**src/rtl/t3_compare_arb.sv**
```systemverilog
// Round-robin arbiter that shares one balanced-ternary comparator among NREQ requesters.
// The winner's operands are latched, compared in CMP, and the registered result is shown in DONE.

module t3_compare #(
  parameter int WIDTH = 32
) (
  input  logic [WIDTH-1:0] a,
  input  logic [WIDTH-1:0] b,
  output logic [1:0]       res,
  output logic             bad
);

  // Trit order for comparison: -1 (01) < 0 (00) < +1 (10).
  function automatic logic [1:0] rank(input logic [1:0] t);
    case (t)
      2'b01:   rank = 2'd0;
      2'b00:   rank = 2'd1;
      2'b10:   rank = 2'd2;
      default: rank = 2'd3;
    endcase
  endfunction

  logic decided;

  always_comb begin
    res     = 2'b00;
    bad     = 1'b0;
    decided = 1'b0;
    for (int t = WIDTH/2 - 1; t >= 0; t--) begin
      if (a[2*t +: 2] == 2'b11 || b[2*t +: 2] == 2'b11) begin
        bad = 1'b1;
      end
      if (!decided && a[2*t +: 2] != b[2*t +: 2]) begin
        decided = 1'b1;
        res     = (rank(a[2*t +: 2]) > rank(b[2*t +: 2])) ? 2'b10 : 2'b01;
      end
    end
  end

endmodule

module t3_compare_arb #(
  parameter int NREQ  = 4,
  parameter int WIDTH = 32
) (
  input  logic                  I_clk,
  input  logic                  I_rst,
  input  logic [NREQ-1:0]       I_req,
  input  logic [NREQ*WIDTH-1:0] I_a,
  input  logic [NREQ*WIDTH-1:0] I_b,
  output logic [NREQ-1:0]       O_gnt,
  output logic [NREQ-1:0]       O_valid,
  output logic [1:0]            O_out,
  output logic                  O_bad,
  output logic                  O_busy
);

  localparam int PW = (NREQ > 1) ? $clog2(NREQ) : 1;

  typedef enum logic [1:0] {
    IDLE = 2'd0,
    CMP  = 2'd1,
    DONE = 2'd2
  } state_t;

  state_t            state_reg;
  logic [PW-1:0]     ptr_reg;
  logic [PW-1:0]     own_reg;
  logic [WIDTH-1:0]  a_reg;
  logic [WIDTH-1:0]  b_reg;
  logic [NREQ-1:0]   gnt_reg;
  logic [NREQ-1:0]   valid_reg;
  logic [1:0]        out_reg;
  logic              bad_reg;

  logic [WIDTH-1:0]  a_arr [NREQ];
  logic [WIDTH-1:0]  b_arr [NREQ];

  generate
    for (genvar gi = 0; gi < NREQ; gi++) begin : g_unpack
      assign a_arr[gi] = I_a[gi*WIDTH +: WIDTH];
      assign b_arr[gi] = I_b[gi*WIDTH +: WIDTH];
    end
  endgenerate

  // Scan downward so the requester closest to ptr is the last (winning) assignment.
  logic          found;
  logic [PW-1:0] win;
  int            idx;

  always_comb begin
    found = 1'b0;
    win   = '0;
    idx   = 0;
    for (int k = NREQ - 1; k >= 0; k--) begin
      idx = int'(ptr_reg) + k;
      if (idx >= NREQ) begin
        idx = idx - NREQ;
      end
      if (I_req[idx]) begin
        found = 1'b1;
        win   = PW'(idx);
      end
    end
  end

  logic [1:0] cmp_res;
  logic       cmp_bad;

  t3_compare #(.WIDTH(WIDTH)) u_cmp (
    .a   (a_reg),
    .b   (b_reg),
    .res (cmp_res),
    .bad (cmp_bad)
  );

  always_ff @(posedge I_clk) begin
    if (I_rst) begin
      state_reg <= IDLE;
      ptr_reg   <= '0;
      own_reg   <= '0;
      a_reg     <= '0;
      b_reg     <= '0;
      gnt_reg   <= '0;
      valid_reg <= '0;
      out_reg   <= 2'b00;
      bad_reg   <= 1'b0;
    end else begin
      gnt_reg   <= '0;
      valid_reg <= '0;
      case (state_reg)
        IDLE, DONE: begin
          if (found) begin
            a_reg     <= a_arr[win];
            b_reg     <= b_arr[win];
            own_reg   <= win;
            gnt_reg   <= {{(NREQ-1){1'b0}}, 1'b1} << win;
            state_reg <= CMP;
          end else begin
            state_reg <= IDLE;
          end
        end
        CMP: begin
          out_reg   <= cmp_bad ? 2'b00 : cmp_res;
          bad_reg   <= cmp_bad;
          valid_reg <= {{(NREQ-1){1'b0}}, 1'b1} << own_reg;
          ptr_reg   <= (own_reg == PW'(NREQ - 1)) ? '0 : own_reg + 1'b1;
          state_reg <= DONE;
        end
        default: state_reg <= IDLE;
      endcase
    end
  end

  assign O_gnt   = gnt_reg;
  assign O_valid = valid_reg;
  assign O_out   = out_reg;
  assign O_bad   = bad_reg;
  assign O_busy  = (state_reg != IDLE);

endmodule

```
**config.mk**
```make
export PLATFORM = sky130hd
export DESIGN_NAME = t3_compare_arb
export DESIGN_NICKNAME = d
export VERILOG_FILES = /design/src/rtl/t3_compare_arb.sv
export SDC_FILE = /design/constraint.sdc
export NUM_CORES = 1
export LEC_CHECK = 0
export BUFFER_PORTS_ARGS = -buffer_cell sky130_fd_sc_hd__buf_2
export CAP_MARGIN = 25
export CORE_MARGIN = 5
export CORE_UTILIZATION = 49
export CTS_CLUSTER_SIZE = 28
export DETAILED_ROUTE_END_ITERATION = 12
export PLACE_DENSITY = 0.83
export SLEW_MARGIN = 25
export SYNTH_ARGS = -nofsm -noshare
export SYNTH_HDL_FRONTEND = slang
export SYNTH_SLANG_ARGS = --single-unit
```
**constraint.sdc**
```tcl
create_clock -name I_clk -period 3.3 [get_ports I_clk]
set_input_delay 0.66 -clock I_clk [delete_from_list [all_inputs] [get_ports I_clk]]
set_output_delay 0.66 -clock I_clk [all_outputs]
set_load 0.005 [all_outputs]
```
==> flow_metrics.py <==
metrics = {
    "hold_path": {
        "min_delay_path_depth": 1,
        "min_delay_worst_endpoint": "O_valid[1]",
        "min_path_type": "flip-flop to flip-flop",
        "hold_start": "own_reg[1]",
    },
    "floorplan": {
        "rows": 42,
        "ioPinCount": 274,
        "die_w_um": 125,
        "start_util_pct": 49.6,
        "die_area_um2": 15600,
        "core_um2": 13100,
        "die_h_um": 125,
    },
    "worst_setup_path": {
        "rr_startpoint": "a_reg[0]",
        "crit_path_start_kind": "flip-flop",
        "critPathMaxFanout": 4,
        "cp-end-kind": "flip-flop",
        "worstPathArrival_ns": 3.04,
        "worstPathRequired_ns": 3.54,
        "worstReg2RegEnd": "O_out[1]",
        "critical_path_class": "flip-flop to flip-flop",
        "reg2reg_depth": 11,
        "crit_path_top_delay_cell": "or4_1",
        "cp_num_cells": 11,
        "cpPeakStageDelay_ns": 0.48,
        "crit_top_cell": "ha_1",
        "reg2reg_slack_ns": 0.50,
        "cp_cell_sequence": "inv_1 > ha_1 > or2_2 > ha_1 > nor2b_1 > o221ai_1 > mux2_2 > or4_1 > a31oi_1 > o21ai_1 > a311oi_1",
        "critPathTopFamily": "simple AND/OR/NAND/NOR gates",
        "worst-path-buf-inv": 1,
    },
    "layout": {
        "nNetsFinal": 1222,
        "antenna_cells": 0,
        "drive_gt1_share_pct": 44.4,
        "final-seq-area_um2": 1620,
        "syn_to_final_growth_pct": 28.4,
        "n_fill_cell": 1076,
        "multi_input_area_um2": 4530,
        "layout_commonest_cell": "buf_2",
        "layout_common_cells": "buf_2 (273), ha_1 (95), dfxtp_1 (81)",
    },
    "sta": {
        "finalSetupViolCount": 0,
        "fmax_ghz": 0.357,
        "slew_headroom_pct": 55.1,
        "min_period_over_period_pct": 84.9,
        "rsz0062_at_grt": "no",
        "clock_skew_ns": 0.00463,
        "drv_slew": 0,
        "max_slew.worst_pin.slew_ns": 0.667,
        "fin_setup_tns_ns": 0,
        "period_needed_ns": 2.80,
        "fin_hold_ws_ns": 0.492,
        "finalWorstSetupSlack_ns": 0.498,
        "hold_viol": 0,
    },
    "clock_network": {
        "cts-resized-gates": 0,
        "cts_buffer_depth": 2,
        "post_cts_buffers": 0,
        "clk_pin_slew_ns": 0.06,
        "cts_root_buf": "clkbuf_16",
        "cts_made_buffers": 9,
        "cts-htree-levels": 3,
        "clk_latency_ns": 0.33,
        "cts.sinks": 81,
        "cts_tree": "built",
        "ctsHoldBuffers": 0,
    },
    "routing": {
        "dr.pass1.iters": 4,
        "drt_iter0_markers": 275,
        "routed.top_layer": "met4",
        "met1_length_um": 6900,
        "met2_wirelength_um": 8690,
        "via_per_inst": 5.37,
        "wl_met3_um": 1160,
        "drc": 0,
        "finalWirelength_um": 17100,
        "num_vias": 5616,
        "ant_nets": 0,
        "wl_per_cell_um": 16.3,
    },
    "logic_synthesis": {
        "netlist_area_um2": 6490,
        "muxShareOfSynthArea_pct": 23.0,
        "synth.yosys.seq_area_share_pct": 25.0,
        "synth_edf_count": 0,
        "synthFlopType": "dfxtp_1",
        "syn_area_per_cell_um2": 10.8,
        "syn_inst": 603,
        "yosysWarnings": 0,
        "ys_seq_elements": 81,
        "synth_compound_area_share_pct": 13.8,
        "synth_simple_gate_area_share_pct": 10.3,
        "synth-xor-area-share_pct": 4.19,
        "syn_nets": 960,
        "yosysTopAreaCell": "dfxtp_1",
        "netlist_top_cells_area": "dfxtp_1 (25%), mux4_2 (22%), ha_1 (18%)",
        "synthAdderAreaFrac_pct": 18.3,
        "synth_top_family_by_area": "multiplexers",
        "synth_top_area_share_pct": 25.0,
        "ys_types": 49,
        "async_flop_share_pct": 0,
    },
    "global_route": {
        "grt.total_usage_pct": 21.2,
        "overflow": 0,
        "antenna_found_initial": 0,
        "grt_max_degree": 43,
        "first_global_vias": 5826,
        "grt_pass1_wl_um": 27600,
    },
    "power": {
        "finalPower_mw": 3.72,
        "powerDensity_nw_per_um2": 447,
        "peakVddDrop_v": 0.000283,
        "leakage_nw": 4.15,
    },
    "placement": {
        "place_congestion": 0.824,
        "post-dp-hpwl_um": 14200,
        "io_buffers": 273,
        "preCtsSetupSlack_ns": 0.498,
    },
    "status": {
        "run_status": "finished clean",
    },
    "flow_run": {
        "cap_violations": 0,
    },
}
-- per-layer routing --
| metal | up-vias | GRT usage (%) |
|---|---|---|
| met3 | 28 | 5.12 |
| met1 | 2600 | 25.2 |
| met4 | 0 | 5.29 |
| met2 | 192 | 38.4 |
| li1 | 2796 | - |
| met5 | - | 0 |
-- worst register-to-register path, delay by kind of cell (launching register included) --
kind / cells / cell delay, ns
simple gates: 3 / 0.91
compound gates: 4 / 0.63
fa+ha+maj: 2 / 0.47
flops: 1 / 0.38
mux: 1 / 0.27
buf+inv: 1 / 0.06
-- how the worst max path moves through the flow --
stage                     slack, ns       from  endpoint
after global routing           0.36  a_reg[26]  O_out[0]
final                          0.50   a_reg[0]  O_out[1]
after CTS                      0.49   a_reg[0]  O_out[1]
after floorplan                0.66   a_reg[0]  O_out[1]
after detailed placement       0.50   a_reg[0]  O_out[1]
after global placement         0.55   a_reg[0]  O_out[1]
-- layout make-up --
type                    count  share of cell area [%]
clock buffers              11                    2.79
clock inverters             5                   0.961
inverters                  51                    2.30
multi-input cells         441                    54.4
flip-flops and latches     81                    19.5
well taps                 176                    2.64
repair buffers            281                    17.4
-- metrics by stage --
step	instances	util (%)	cell area [um2]
after floorplan	603	-	6490
after global placement	1030	61.3	8020
after detailed placement	1030	61.3	8020
after CTS	1046	63.7	8330
after global routing	1046	63.7	8330
final	1046	63.7	8330
-- where the power goes --
part	leakage [nW]	internal (mW)	switching, mW
clock	0.146	0.662	0.401
sequential	0.669	1.09	0.129
combinational	3.33	0.774	0.669
-- cells by family after synthesis --
logic type,Yosys count
flops,81
compound gates,118
fa+ha+maj,95
simple gates,128
xor+xnor,31
mux,69
buf+inv,81
-- synth_stat cells, types with 2 or more instances --
master,number
xnor2_1,13
a31oi_1,3
dfxtp_1,81
nor3b_1,2
and2_2,2
buf_6,3
buf_4,5
ha_1,95
mux2i_1,4
nor2_1,34
nand4_1,2
nor4_1,12
and3_1,3
inv_1,51
o221ai_1,2
or4_1,2
nand3_1,4
nor4b_1,2
nand2_1,23
a211o_1,2
mux4_2,64
nor3_1,5
a21oi_1,15
clkbuf_1,16
o211ai_1,3
buf_2,5
a22o_1,64
xor2_1,18
nor2b_1,13
o21ai_0,16
o22ai_1,2
or2_2,16
nand2b_1,3
a211oi_1,3
(Power assumes the default switching activity.)
